`config.mk`:
```
export PLATFORM = sky130hd
export DESIGN_NAME = controle_multiciclo
export DESIGN_NICKNAME = d
export VERILOG_FILES = /design/src/rtl/controle_pkg.sv /design/src/rtl/controle_decodifica.sv /design/src/rtl/controle_multiciclo.sv
export SDC_FILE = /design/constraint.sdc
export NUM_CORES = 1
export LEC_CHECK = 0
export ABC_AREA = 1
export CORE_AREA = 4 4 63 65
export DETAILED_ROUTE_END_ITERATION = 12
export DIE_AREA = 0 0 67 69
export PLACE_DENSITY = 0.9
export SLEW_MARGIN = 25
export SYNTH_ARGS = -nofsm -noshare
export SYNTH_HDL_FRONTEND = slang
export SYNTH_SLANG_ARGS = --single-unit
```
`constraint.sdc`:
```
create_clock -name clk -period 5.2 [get_ports clk]
set_input_delay 1.3 -clock clk [delete_from_list [all_inputs] [get_ports clk]]
set_output_delay 1.3 -clock clk [all_outputs]
set_load 0.05 [all_outputs]
```
`src/rtl/controle_pkg.sv`:
```
// Shared types for the multicycle control unit: FSM state encoding, opcode
// classes and the datapath mux select encodings.
package controle_pkg;

    typedef enum logic [3:0] {
        BUSCA       = 4'd0,
        DECODIFICA  = 4'd1,
        EXEC_R      = 4'd2,
        EXEC_I      = 4'd3,
        ESCRITA_ULA = 4'd4,
        SALTO       = 4'd5,
        DESVIO      = 4'd6,
        END_MEM     = 4'd7,
        LE_MEM      = 4'd8,
        ESCRITA_MEM = 4'd9,
        GRAVA_MEM   = 4'd10,
        PARADO      = 4'd11
    } estado_t;

    typedef enum logic [2:0] {
        CLASSE_R      = 3'd0,
        CLASSE_I      = 3'd1,
        CLASSE_SALTO  = 3'd2,
        CLASSE_DESVIO = 3'd3,
        CLASSE_LOAD   = 3'd4,
        CLASSE_STORE  = 3'd5,
        CLASSE_HALT   = 3'd6,
        CLASSE_ILEGAL = 3'd7
    } classe_t;

    localparam logic [1:0] ULA_B_REG    = 2'b00;
    localparam logic [1:0] ULA_B_UM     = 2'b01;
    localparam logic [1:0] ULA_B_IMED   = 2'b10;
    localparam logic [1:0] ULA_B_DESVIO = 2'b11;

    localparam logic [1:0] FONTE_ULA    = 2'b00;
    localparam logic [1:0] FONTE_ULAOUT = 2'b01;
    localparam logic [1:0] FONTE_SALTO  = 2'b10;

endpackage

```
`src/rtl/controle_decodifica.sv`:
```
// Combinational opcode-to-class decoder, shared by the control FSM and the
// datapath hazard logic.
module controle_decodifica
    import controle_pkg::*;
#(
    parameter int OPCODE_W = 4
) (
    input  logic [OPCODE_W-1:0] opcode,
    output classe_t             classe
);

    logic [31:0] op_ext_s;

    // Opcode classification; anything above 15 is illegal.
    always_comb begin
        op_ext_s = 32'(opcode);
        classe   = CLASSE_ILEGAL;
        if (op_ext_s > 32'd15) begin
            classe = CLASSE_ILEGAL;
        end else begin
            case (op_ext_s[3:0])
                4'd0, 4'd1, 4'd3, 4'd4, 4'd5:          classe = CLASSE_R;
                4'd2, 4'd6, 4'd7, 4'd8, 4'd9, 4'd10:   classe = CLASSE_I;
                4'd11:                                 classe = CLASSE_SALTO;
                4'd12:                                 classe = CLASSE_DESVIO;
                4'd13:                                 classe = CLASSE_LOAD;
                4'd14:                                 classe = CLASSE_STORE;
                4'd15:                                 classe = CLASSE_HALT;
                default:                               classe = CLASSE_ILEGAL;
            endcase
        end
    end

endmodule

```
`src/rtl/controle_multiciclo.sv`:
```
// Multicycle control unit: sequences fetch/decode/execute/memory/writeback,
// drives the datapath enables and counts retired instructions.
module controle_multiciclo
    import controle_pkg::*;
#(
    parameter int OPCODE_W   = 4,
    parameter int ULA_OP_W   = 4,
    parameter int ULA_OP_ADD = 0,
    parameter int ULA_OP_SUB = 1,
    parameter int COUNT_W    = 16
) (
    input  logic                clk,
    input  logic                rst_n,
    input  logic [OPCODE_W-1:0] opcode,
    input  logic                mem_pronta,
    output logic                EscCondCP,
    output logic                EscCP,
    output logic [ULA_OP_W-1:0] ULA_OP,
    output logic                ULA_A,
    output logic [1:0]          ULA_B,
    output logic [1:0]          FonteCP,
    output logic                EscIR,
    output logic                EscReg,
    output logic                MemParaReg,
    output logic                LerMem,
    output logic                EscMem,
    output logic                IouD,
    output logic                parado,
    output logic                erro_opcode,
    output logic [COUNT_W-1:0]  instr_concluidas
);

    localparam logic [ULA_OP_W-1:0] OP_ADD    = ULA_OP_W'(ULA_OP_ADD);
    localparam logic [ULA_OP_W-1:0] OP_SUB    = ULA_OP_W'(ULA_OP_SUB);
    localparam logic [COUNT_W-1:0]  CONT_SAT  = {COUNT_W{1'b1}};

    estado_t            estado_r;
    estado_t            prox_estado_s;
    classe_t            classe_s;
    logic [COUNT_W-1:0] cont_r;
    logic               erro_r;
    logic               retira_s;

    controle_decodifica #(
        .OPCODE_W (OPCODE_W)
    ) u_decodifica (
        .opcode (opcode),
        .classe (classe_s)
    );

    // State register.
    always_ff @(posedge clk or negedge rst_n) begin
        if (!rst_n) begin
            estado_r <= BUSCA;
        end else begin
            estado_r <= prox_estado_s;
        end
    end

    // Next-state selection.
    always_comb begin
        prox_estado_s = estado_r;
        case (estado_r)
            BUSCA:       prox_estado_s = mem_pronta ? DECODIFICA : BUSCA;
            DECODIFICA: begin
                case (classe_s)
                    CLASSE_R:      prox_estado_s = EXEC_R;
                    CLASSE_I:      prox_estado_s = EXEC_I;
                    CLASSE_SALTO:  prox_estado_s = SALTO;
                    CLASSE_DESVIO: prox_estado_s = DESVIO;
                    CLASSE_LOAD:   prox_estado_s = END_MEM;
                    CLASSE_STORE:  prox_estado_s = END_MEM;
                    default:       prox_estado_s = PARADO;
                endcase
            end
            EXEC_R:      prox_estado_s = ESCRITA_ULA;
            EXEC_I:      prox_estado_s = ESCRITA_ULA;
            ESCRITA_ULA: prox_estado_s = BUSCA;
            SALTO:       prox_estado_s = BUSCA;
            DESVIO:      prox_estado_s = BUSCA;
            END_MEM:     prox_estado_s = (classe_s == CLASSE_STORE) ? GRAVA_MEM : LE_MEM;
            LE_MEM:      prox_estado_s = mem_pronta ? ESCRITA_MEM : LE_MEM;
            ESCRITA_MEM: prox_estado_s = BUSCA;
            GRAVA_MEM:   prox_estado_s = mem_pronta ? BUSCA : GRAVA_MEM;
            PARADO:      prox_estado_s = PARADO;
            default:     prox_estado_s = BUSCA;
        endcase
    end

    // An instruction retires when control returns to fetch; PARADO never does.
    assign retira_s = (prox_estado_s == BUSCA) && (estado_r != BUSCA);

    // Saturating retired-instruction counter.
    always_ff @(posedge clk or negedge rst_n) begin
        if (!rst_n) begin
            cont_r <= {COUNT_W{1'b0}};
        end else if (retira_s && (cont_r != CONT_SAT)) begin
            cont_r <= cont_r + COUNT_W'(1);
        end else begin
            cont_r <= cont_r;
        end
    end

    // Sticky illegal-opcode flag, set on the way into PARADO.
    always_ff @(posedge clk or negedge rst_n) begin
        if (!rst_n) begin
            erro_r <= 1'b0;
        end else if ((estado_r == DECODIFICA) && (classe_s == CLASSE_ILEGAL)) begin
            erro_r <= 1'b1;
        end else begin
            erro_r <= erro_r;
        end
    end

    // Moore output decode; reset forces every output low regardless of state.
    always_comb begin
        EscCondCP  = 1'b0;
        EscCP      = 1'b0;
        ULA_OP     = OP_ADD;
        ULA_A      = 1'b0;
        ULA_B      = ULA_B_REG;
        FonteCP    = FONTE_ULA;
        EscIR      = 1'b0;
        EscReg     = 1'b0;
        MemParaReg = 1'b0;
        LerMem     = 1'b0;
        EscMem     = 1'b0;
        IouD       = 1'b0;
        parado     = 1'b0;
        case (estado_r)
            BUSCA: begin
                LerMem = 1'b1;
                ULA_B  = ULA_B_UM;
                EscIR  = mem_pronta;
                EscCP  = mem_pronta;
            end
            DECODIFICA: ULA_B = ULA_B_DESVIO;
            EXEC_R: begin
                ULA_A  = 1'b1;
                ULA_B  = ULA_B_REG;
                ULA_OP = ULA_OP_W'(opcode);
            end
            EXEC_I: begin
                ULA_A  = 1'b1;
                ULA_B  = ULA_B_IMED;
                ULA_OP = ULA_OP_W'(opcode);
            end
            ESCRITA_ULA: EscReg = 1'b1;
            SALTO: begin
                EscCP   = 1'b1;
                FonteCP = FONTE_SALTO;
            end
            DESVIO: begin
                ULA_A     = 1'b1;
                ULA_B     = ULA_B_REG;
                ULA_OP    = OP_SUB;
                EscCondCP = 1'b1;
                FonteCP   = FONTE_ULAOUT;
            end
            END_MEM: begin
                ULA_A = 1'b1;
                ULA_B = ULA_B_IMED;
            end
            LE_MEM: begin
                LerMem = 1'b1;
                IouD   = 1'b1;
            end
            ESCRITA_MEM: begin
                EscReg     = 1'b1;
                MemParaReg = 1'b1;
            end
            GRAVA_MEM: begin
                EscMem = 1'b1;
                IouD   = 1'b1;
            end
            PARADO:  parado = 1'b1;
            default: parado = 1'b0;
        endcase
        if (!rst_n) begin
            EscCondCP  = 1'b0;
            EscCP      = 1'b0;
            ULA_OP     = {ULA_OP_W{1'b0}};
            ULA_A      = 1'b0;
            ULA_B      = 2'b00;
            FonteCP    = 2'b00;
            EscIR      = 1'b0;
            EscReg     = 1'b0;
            MemParaReg = 1'b0;
            LerMem     = 1'b0;
            EscMem     = 1'b0;
            IouD       = 1'b0;
            parado     = 1'b0;
        end else begin
            parado = parado;
        end
    end

    assign erro_opcode      = erro_r;
    assign instr_concluidas = cont_r;

endmodule

```
==> key figures <==
Detailed routing
  • DR WL/cell: approximately 12 um
  • Vias: 1,637
  • Number of remaining DRC errors: 0
  • Routed WL: ~3.8 mm
  • Detail Route Antenna Nets: 0
  • Drt first pass iters: 4
  • Vias per cell: a little over 5
  • DRT iter0 DRCs: 100

GRT
  • First-pass GRT wire length: approximately 6.7 mm
  • Largest net degree at the start of global routing: 25
  • Vias in the first global route: approximately 1.6k
  • GRT Total Usage: ~18%
  • Congestion Overflow GR: 0
  • Antenna violations before repair: 0

Floorplanning
  • Io pins: 42
  • Die width: between 60 and 70 um
  • Initial core utilization: between 40% and 50%
  • Core Box Area: 3337 um^2
  • Std-Cell Rows: 21
  • Die area: approximately 4600 um^2
  • Die height: about 69 um

Clock tree
  • Clock Path Buffers: 2
  • Clock-pin slew on the worst setup and hold paths: between 0.1 and 0.15 ns
  • CTS sink count: 21
  • Hold-fix buffers, CTS: 0
  • TritonCTS clock tree: yes
  • Cts bufs inserted: 3
  • H-tree levels: 1
  • Postcts setup bufs: 0
  • Clk_lat worst skew: ~0.32 ns
  • Clock Tree Root: clkbuf_4
  • PostCTS Resize Cnt: 0

Cells and area
  • Final design utilization: 64.04%
  • Fin nets: 286
  • Area Growth Syn to Fin: 28.13%
  • Commonest non-fill, non-tap cell in the layout: nand2_1
  • Ant diodes: 0
  • Layout cells sized above 1: a little over a fifth
  • Most frequent cells in the layout: nand2_1, nand3_1, nor2_1

Logic synthesis
  • Post-synth cell types: 28
  • Mapped cell area: between 1500 and 2000 um^2
  • Syn_area_per_cell: between 7 and 8 um^2
  • Seq/Total Area, Yosys: 31.51%
  • Simple-gate share of the synthesized area: between 40% and 50%
  • Synth Area in Adders: about 3%
  • Largest family of logic cells by synthesized area: simple AND/OR/NAND/NOR gates
  • Syn nets: 244
  • Synth warn: 0
  • Compound-Gate Fraction of Synth Area: under 10%
  • Multiplexer share of the synthesized area: 0%
  • XOR/XNOR share of the synthesized area: under 10%
  • Synth Register Bits: 21
  • Post-Syn Instances: between 200 and 250

STA
  • Slew Limit Fails: 0
  • Final setup viols: 0
  • Setup_tns: 0 ns
  • Clock Skew: 0.006270 ns
  • Tightest Pin Transition: 0.5531 ns
  • Minimum clock period: 4.169 ns
  • Hold violation count in the final report: 0
  • Max-slew headroom: 62.85%
  • RSZ-0062 raised after global routing: false
  • FMAX: between 200 and 250 MHz
  • Fin crit share: approximately 80%

Critical path
  • Critical Path Fanout Max: 24
  • CP required: 3.90 ns
  • Crit path capture type: primary output
  • CP startpoint kind: primary input
  • Crit Path Class: primary input to primary output
  • Crit path DAT: between 2 and 3 ns

Place
  • GP Congestion: about 0.85
  • Port bufs: 41
  • HPWL after detailed placement: 2.943 mm

Run
  • Maxcap violations: 0

Power
  • Pwr dens: 496.5 nW/um^2
  • Leak: roughly 1.0 nW
  • Max VDD drop: ~0.00037 V

Status
  • Outcome: finished clean

Worst hold path
  • Hold Path Class: register to register
layer usage:
layer	vias to the layer above	global-route usage (%)	share of wire [%]
li1	821	-	-
met5	-	0	0
met3	6	3.896	6.2
met4	0	3.829	1.0
met1	759	24.36	46
met2	51	28.38	47
worst max-delay path: stages:
cell             delay, ns
clkdlybuf4s50_1       0.46
buf_4                 0.30
inv_1                 0.23
nor3_1                0.38
buf_12                0.19
flip-flops by register name (all words and copies together) (netlist names):
signal	flops
estado_r	4
instr_concluidas	16
erro_opcode	1
path summary, 6_finish.rpt:
check	startpoint	endpoint	slack, ns	depth (start not counted)
setup / recovery	rst_n	ULA_B[0]	1.03	5
hold / removal	erro_opcode	erro_opcode	0.48	1
setup reg to reg	instr_concluidas[0]	instr_concluidas[13]	3.29	11
hold reg to reg	erro_opcode	erro_opcode	0.48	1
max in group asynchronous	rst_n	instr_concluidas[11]	3.62	2
min in group asynchronous	rst_n	instr_concluidas[1]	1.34	2
cells in the mapped netlist (all sizes together):
library cell / instances / area share (%)
clkbuf: 1 / 0.22
o21ai: 2 / 0.60
a21oi: 1 / 0.30
clkinv: 2 / 0.45
dfrtp: 21 / 32
a21o: 1 / 0.45
o22ai: 3 / 1.1
nand4: 2 / 0.75
nor3: 8 / 2.4
or2: 1 / 0.38
nand2: 76 / 21
nand3: 35 / 12
buf: 4 / 2.8
inv: 25 / 5.6
xnor2: 6 / 3.2
nor2: 34 / 11
ha: 4 / 3.0
xor2: 7 / 3.7
where the power goes:
part           switching [mW]  internal, mW
Combinational           0.506         0.225
Sequential             0.0478         0.199
Clock                  0.0534        0.0300
final cells by class:
class / instances / area [um^2]
fillers: 304 / 1200
multi-input cells: 180 / 991.0
flip-flops and latches: 21 / 525.5
repair buffers: 42 / 435.4
inverters: 27 / 101.3
well taps: 46 / 57.56
clock buffers: 4 / 26.28
kinds of logic after synthesis:
logic type	after synthesis
buffers and inverters	32
XOR/XNOR	13
AND/OR/NAND/NOR	156
adder cells (fa/ha/maj)	4
flip-flops	21
AO/OA/AOI/OAI	7
metrics by stage:
| stage | hold WS [ns] | power (mW) | setup WS [ns] | instances | cell area (um^2) |
|---|---|---|---|---|---|
| after floorplan | 0.6068 | 0.8453 | 1.279 | 233 | 1668 |
| after detailed placement | 0.4579 | 0.9861 | 1.022 | 316 | 2111 |
| after CTS | 0.4859 | 1.069 | 1.018 | 320 | 2137 |
| after global routing | 0.4895 | 1.131 | 0.8796 | 320 | 2137 |
| final | 0.4812 | 1.061 | 1.031 | 320 | 2137 |
| after global placement | 0.4609 | 0.9776 | 1.078 | 316 | 2111 |
No activity file was read; power rests on OpenSTA's default activity.
